## config.mk

```make
export PLATFORM = sky130hd
export DESIGN_NAME = xbar_rr_arbiter_flat
export DESIGN_NICKNAME = d
export VERILOG_FILES = /design/src/rtl/xbar_rr_arbiter_if.sv /design/src/rtl/xbar_rr_arbiter.sv /design/src/flat_wrapper.sv
export SDC_FILE = /design/constraint.sdc
export NUM_CORES = 1
export LEC_CHECK = 0
export BUFFER_PORTS_ARGS = -buffer_cell sky130_fd_sc_hd__buf_2
export CAP_MARGIN = 20
export CORE_AREA = 5 5 42 44
export CTS_CLUSTER_SIZE = 24
export DETAILED_ROUTE_END_ITERATION = 7
export DIE_AREA = 0 0 47 49
export PLACE_DENSITY = 0.3
export SETUP_SLACK_MARGIN = 0.1
export SLEW_MARGIN = 10
export SYNTH_ARGS = -nofsm -noshare
export SYNTH_HDL_FRONTEND = slang
export SYNTH_SLANG_ARGS = --single-unit
export TNS_END_PERCENT = 5
```

## constraint.sdc

```tcl
create_clock -name clk -period 1.05 [get_ports clk]
set_clock_uncertainty 0.05 [all_clocks]
set_input_delay 0.105 -clock clk [delete_from_list [all_inputs] [get_ports clk]]
set_output_delay 0.105 -clock clk [all_outputs]
set_load 0.05 [all_outputs]
```

## src/rtl/xbar_rr_arbiter_if.sv

```systemverilog
// Request/grant bundle between the crossbar sources and one output-port arbiter.
// The arbiter uses the slave view; the request side uses the master view.
interface xbar_rr_arbiter_if #(
  parameter int NUM   = 2,
  parameter int IDX_W = $clog2(NUM)
) ();

  logic [NUM-1:0]   req;
  logic             done;
  logic [NUM-1:0]   gnt;
  logic [IDX_W-1:0] gnt_idx;
  logic             gnt_valid;

  modport master (
    output req,
    output done,
    input  gnt,
    input  gnt_idx,
    input  gnt_valid
  );

  modport slave (
    input  req,
    input  done,
    output gnt,
    output gnt_idx,
    output gnt_valid
  );

endinterface

```

## src/rtl/xbar_rr_arbiter.sv

```systemverilog
// Registered, locking arbiter for one crossbar output port.
// Define XBAR_ARB_RR_EN for round-robin priority; otherwise fixed priority (lowest index wins).
module xbar_rr_arbiter #(
  parameter int NUM   = 2,
  parameter int IDX_W = $clog2(NUM)
) (
  input  logic              clk,
  input  logic              rst,
  xbar_rr_arbiter_if.slave  bus
);

  if (NUM < 2 || NUM > 32) begin : g_num_check
    $error("xbar_rr_arbiter: NUM must be in 2..32");
  end
  if (IDX_W < 1 || (2 ** IDX_W) < NUM) begin : g_idx_check
    $error("xbar_rr_arbiter: IDX_W too narrow for NUM");
  end

  typedef enum logic {
    IDLE = 1'b0,
    BUSY = 1'b1
  } state_t;

  state_t           state_q, state_d;
  logic [NUM-1:0]   gnt_q, gnt_d;
  logic [IDX_W-1:0] idx_q, idx_d;
  logic             valid_q, valid_d;

  logic             win_found;
  logic [IDX_W-1:0] win_idx;
  logic [NUM-1:0]   win_onehot;
  logic             load;

`ifdef XBAR_ARB_RR_EN
  logic [IDX_W-1:0] ptr_q, ptr_d;
`else
  localparam logic [IDX_W-1:0] ptr_q = '0;
`endif

  // Index arithmetic wraps at NUM, which need not be a power of two.
  function automatic logic [IDX_W-1:0] wrap_add(input logic [IDX_W-1:0] base,
                                                input int unsigned       off);
    int unsigned sum;
    sum = 32'(base) + off;
    if (sum >= NUM) sum = sum - NUM;
    return sum[IDX_W-1:0];
  endfunction

  always_comb begin
    win_found = 1'b0;
    win_idx   = '0;
    for (int k = 0; k < NUM; k++) begin
      if (!win_found && bus.req[wrap_add(ptr_q, k)]) begin
        win_found = 1'b1;
        win_idx   = wrap_add(ptr_q, k);
      end
    end
  end

  assign win_onehot = NUM'(1) << win_idx;

  // Requests are only looked at in IDLE or on the owner's done cycle, which gives the burst lock.
  always_comb begin
    state_d = state_q;
    gnt_d   = gnt_q;
    idx_d   = idx_q;
    valid_d = valid_q;
    load    = 1'b0;
`ifdef XBAR_ARB_RR_EN
    ptr_d   = ptr_q;
`endif
    case (state_q)
      IDLE: begin
        if (win_found) begin
          load = 1'b1;
        end
      end
      BUSY: begin
        if (bus.done) begin
          if (win_found) begin
            load = 1'b1;
          end else begin
            state_d = IDLE;
            gnt_d   = '0;
            valid_d = 1'b0;
          end
        end
      end
      default: begin
        state_d = IDLE;
        gnt_d   = '0;
        valid_d = 1'b0;
      end
    endcase
    if (load) begin
      state_d = BUSY;
      gnt_d   = win_onehot;
      idx_d   = win_idx;
      valid_d = 1'b1;
`ifdef XBAR_ARB_RR_EN
      ptr_d   = wrap_add(win_idx, 1);
`endif
    end
  end

  always_ff @(posedge clk) begin
    if (rst) begin
      state_q <= IDLE;
      gnt_q   <= '0;
      idx_q   <= '0;
      valid_q <= 1'b0;
`ifdef XBAR_ARB_RR_EN
      ptr_q   <= '0;
`endif
    end else begin
      state_q <= state_d;
      gnt_q   <= gnt_d;
      idx_q   <= idx_d;
      valid_q <= valid_d;
`ifdef XBAR_ARB_RR_EN
      ptr_q   <= ptr_d;
`endif
    end
  end

  assign bus.gnt       = gnt_q;
  assign bus.gnt_idx   = idx_q;
  assign bus.gnt_valid = valid_q;

endmodule

```

## src/flat_wrapper.sv

```systemverilog
// flat-port wrapper written by rule: the top's interface ports become plain ports
module xbar_rr_arbiter_flat 
#(
  parameter int NUM   = 2,
  parameter int IDX_W = $clog2(NUM)
)
  (clk, rst, bus_req, bus_done, bus_gnt, bus_gnt_idx, bus_gnt_valid);
  xbar_rr_arbiter_if #(.NUM(NUM), .IDX_W(IDX_W)) bus_i ();
  input  logic clk;
  input  logic rst;
  input wire logic [$bits(bus_i.req)-1:0] bus_req;
  input wire logic [$bits(bus_i.done)-1:0] bus_done;
  output wire logic [$bits(bus_i.gnt)-1:0] bus_gnt;
  output wire logic [$bits(bus_i.gnt_idx)-1:0] bus_gnt_idx;
  output wire logic [$bits(bus_i.gnt_valid)-1:0] bus_gnt_valid;
  assign bus_i.req = bus_req;
  assign bus_i.done = bus_done;
  assign bus_gnt = bus_i.gnt;
  assign bus_gnt_idx = bus_i.gnt_idx;
  assign bus_gnt_valid = bus_i.gnt_valid;
  xbar_rr_arbiter #(.NUM(NUM), .IDX_W(IDX_W)) u_core (.clk(clk), .rst(rst), .bus(bus_i));
endmodule
```

* Word level (Yosys, flattened, before mapping)
Cells that the tools add are included.
** Storage, ports and cells
- Bits in registers :: 5
- Latch bits :: 0
- Bits in writable memories :: 0
- Memory bits (read-only) :: 0
- Input port bits :: 5
- Output and inout bits :: 4
- Logic and storage cells :: 29
- Memories :: 0
** Cells by class
- Add/subtract/negate cells :: 0
- Multiply operators :: 0
- Div/mod/pow operators :: 0
- Magnitude comparators :: 0
- Equality and inequality tests :: 1
- Shift-type cells :: 1
- Multiplexer cells :: 17
- Bitwise operators :: 1
- Reduce and logical (&&, ||, !) cells :: 5
** Operators by type and width (count)
- $mux W1 :: 12
- $mux W2 :: 4
- $reduce_bool A2 Y1 :: 2
- $reduce_and A3 Y1 :: 1
- $ne A2 B2 Y1 const B :: 1
- $pmux W1 S2 :: 1
- $shl A1 B1 Y2 const A :: 1
- $logic_and A1 B1 Y1 :: 1
- $logic_not A1 Y1 :: 1
- $not A1 Y1 :: 1

* Logic depth before layout (Yosys ltp)
- Word-level depth :: 9
- Depth in mapped cells :: 3
- Gate-level depth less buffers :: 3

* Worst setup path after synthesis
No wires, ideal clock.
- Path type :: reg2reg
- Start point :: register, netlist name u_core.bus.gnt_valid
- End point :: register u_core.valid_q (netlist: u_core.bus.gnt_valid)
- Library setup time :: 0.091 ns
- Arrival :: 0.902 ns
- Data required time :: 0.909 ns
- Setup slack :: 0.007 ns
- Cell stages (with the launch flop) :: 3
- Buffers on the path :: 0
- Period minus slack after synthesis :: 1.043 ns
- Cells stage by stage :: dfxtp_1 -> a21oi_1 -> a311oi_1
** RTL lines
- end signal: assignment :: RTL line xbar_rr_arbiter.sv:119 : valid_q <= valid_d;
- end: declaration :: RTL line xbar_rr_arbiter.sv:27 : logic valid_q, valid_d;

* Worst setup path in the final report
- Start point :: register u_core.idx_q (netlist: u_core.bus.gnt_idx)
- End point :: output port bus_gnt_idx
** RTL lines
- start: declaration :: RTL line xbar_rr_arbiter.sv:26 : logic [IDX_W-1:0] idx_q, idx_d;
- start signal: assignment :: RTL line xbar_rr_arbiter.sv:118 : idx_q <= idx_d;
- end: declaration :: RTL line flat_wrapper.sv:14 : output wire logic [$bits(bus_i.gnt_idx)-1:0] bus_gnt_idx;
No word-level cell between the ends.

==> results.toml <==
[status]
run_status = "completed"

[clock_tree]
hold_buffers = 0
cts_max_path_buffers = 2
cts_made_buffers = 3
clockRootBuffer = "sky130_fd_sc_hd__clkbuf_4"
clock_insertion_delay_worst_skew_ns = 0.24
cts_clk_pin_slew_worst_paths_ns = 0.05
clkSinkCount = 5
cts_tree = "done"
cts.htree.levels = 1

[timing]
fmax_mhz = 1020
timing.max_slew.rel_slack_pct = 83.5
setup_tns_ns = 0
timing.final.crit_share_pct = 93.1
grt_setup_unrepaired = "true"
max_slew.worst_pin.slew_ns = 0.249
finalCriticalPeriod_ns = 0.978
setup_viol = 0
final.hold.worst_slack_ns = 0.0223
report.final.slew_viol_count = 0
hold_violations = 0

[route]
totalWireLength_um = 471
detail_route.first_pass.iterations = 2
antenna_violating_nets_post_route = 0
post_drt_wl_per_cell_um = 9.81
detailroute.via_count = 191
post-route-drc-count = 0
drt_iter0_markers = 1
avgViaCountPerCell = 3.98

[global_route]
grt_pass1_vias = 199
antenna_found_initial = 0
grt_use_total_pct = 4.71
largest_net_degree_at_the_start_of_global_routing = 7
global_route.overflow_total = 0
first_pass_grt_wire_length_um = 738

[setup_path]
worstPathCellList = "buf_2"
delay_contributed_by_the_slowest_stage_of_the_critical_path_ns = 0.32
setup.reg_to_reg.worst_slack_ns = 0.17
data_required_time_of_the_worst_path_ns = 0.89
critical_path.max_fanout = 2
worst-path-buf-inv = 1
setup.worst_path.start_class = "flip-flop"
worstSetupEndpointType = "primary output"
worst_r2r_path_depth = 3
crit_type = "reg -> out"
data_arrival_at_the_endpoint_of_the_critical_path_ns = 0.82
worstReg2RegStart = "u_core.state_q"
timing.critical_path.max_delay_family = "flip-flops"
endpoint_of_the_most_critical_register_to_register_path = "u_core.bus.gnt_valid"
critPathSlowestCell = "sky130_fd_sc_hd__dfxtp_1"

[final_layout]
ff_latch_area_sq_um = 103
postLayoutCoreUtil_pct = 21.3
post_route_cells_drive_above_1_share_pct = 46.9
design.final.nets = 38
post-route-cell-area_sq_um = 299
num_antenna_cells = 0
fill_cells = 160
multi_input_area_sq_um = 98.8
areaGrowthSynthToFinish_pct = 47.5

[placement]
dpl_hpwl_um = 401
globalplace.congestion = 0.740
port_buffers = 8
detailed_place.area_sq_um = 264

[yosys]
post_synthesis_instance_total = 20
synthesis.area_per_instance_sq_um = 10.1
synth_cell_types = 11
mappedNetlistArea_sq_um = 203
ys.warnings.count = 0
synth-seq-area-share_pct = 49.4
postSynthRegisterBits = 5
syn_nets = 25

[die]
placeableCoreArea_sq_um = 1400
die-width_um = 47
dieArea_sq_um = 2300
initial_standard_cell_utilization_of_the_core_pct = 14.5
design.portCount = 9
die_height_um = 49
placement_rows = 14

[run]
max_cap_violations = 0

[hold_path]
hold_start = "rst"
whs_endpoint = "u_core.state_q"
timing.hold.worst_path_depth = 2
min_path_type = "in -> reg"

[power]
ir_worst_vdd_v = 0.000466
power.static_leakage_nw = 0.134
power_density_nw_per_um2 = 1810
## metrics by stage
step | cells | worst slack (ns) | power (mW)
2_1_floorplan | 20 | 0.0424 | 0.284
3_3_place_gp | 44 | 0.107 | 0.315
3_5_place_dp | 44 | 0.108 | 0.316
4_1_cts | 48 | 0.0582 | 0.546
5_1_grt | 48 | 0.0563 | 0.562
6_report | 48 | 0.0725 | 0.541
## power by group
| group | leakage (nW) | internal, mW | switching (mW) |
|---|---|---|---|
| logic | 0.0774 | 0.0356 | 0.0642 |
| registers | 0.0419 | 0.205 | 0.0101 |
| clock network | 0.0150 | 0.144 | 0.0819 |
## synthesized netlist by cell type, drive strengths merged
cell	instances	area share, %
a211oi	1	3.7
or2	1	3.1
nand2b	1	6.8
a21oi	3	7.4
a311oi	1	4.3
a32oi	1	4.3
dfxtp	5	49
a22oi	1	3.7
inv	1	1.9
nor2	3	5.6
mux2i	2	9.9
## cells in the final DEF, fill, tap and decap left out
master,count
sky130_fd_sc_hd__buf_2,5
sky130_fd_sc_hd__nor2_1,3
sky130_fd_sc_hd__a32oi_1,1
sky130_fd_sc_hd__dfxtp_2,2
sky130_fd_sc_hd__a311oi_1,1
sky130_fd_sc_hd__or2_2,1
sky130_fd_sc_hd__buf_4,1
sky130_fd_sc_hd__nand2b_4,1
sky130_fd_sc_hd__clkbuf_1,1
sky130_fd_sc_hd__a22oi_1,1
sky130_fd_sc_hd__a211oi_1,1
sky130_fd_sc_hd__mux2i_1,2
sky130_fd_sc_hd__a21oi_1,3
sky130_fd_sc_hd__dfxtp_1,3
sky130_fd_sc_hd__clkbuf_4,5
sky130_fd_sc_hd__inv_1,1
## sequential cells by signal, indices dropped and copies added, names as in the netlist
signal	flops
u_core.state_q	1
u_core.bus.gnt_idx	1
u_core.bus.gnt	2
u_core.bus.gnt_valid	1
## routing by layer
layer | track usage, % | vias up | share of wire (%)
met3 | 2.95 | 2 | 8.5
li1 | - | 98 | -
met5 | 0 | - | 0
met1 | 4.17 | 83 | 42
met4 | 4.15 | 0 | 3.2
met2 | 7.01 | 8 | 46
## kinds of logic (layout without fill, tap and decap cells)
group                  Yosys count  count (layout)  share of synthesized area [%]
and+or+nand+nor                  5               5                           15.4
DFF                              5               5                           49.4
buffers and inverters            1              13                           1.85
AOI/OAI and AO/OA                7               7                           23.5
muxes                            2               2                           9.88
## worst max-delay path by stage
stage | start | to | slack [ns] | depth (start not counted)
finish | u_core.bus.gnt_idx | bus_gnt_idx | 0.07 | 1
global route | u_core.bus.gnt_idx | bus_gnt_idx | 0.06 | 1
CTS | u_core.bus.gnt[1] | bus_gnt[1] | 0.06 | 1
detailed placement | u_core.state_q | u_core.bus.gnt[1] | 0.11 | 3
global placement | bus_req[1] | u_core.bus.gnt_valid | 0.11 | 4
floorplan | u_core.bus.gnt_idx | u_core.bus.gnt_idx | 0.04 | 2
## layout make-up
type                       instances  share of cell area, %
clock buffer                       4                   8.79
multi-input combinational         14                   33.1
tap                               16                   6.69
sequential                         5                   34.3
timing repair buffer               8                   15.9
inverter                           1                   1.26
## repair_timing
| action | in CTS | in global routing |
|---|---|---|
| endpoints found under the setup margin | 4 | 8 |
| pin swaps | 0 | 0 |
| resized for setup | 1 | 3 |
| cloned | 0 | 0 |
| buffers inserted | 0 | 0 |
Note: power is estimated with default switching activity, not from simulation.
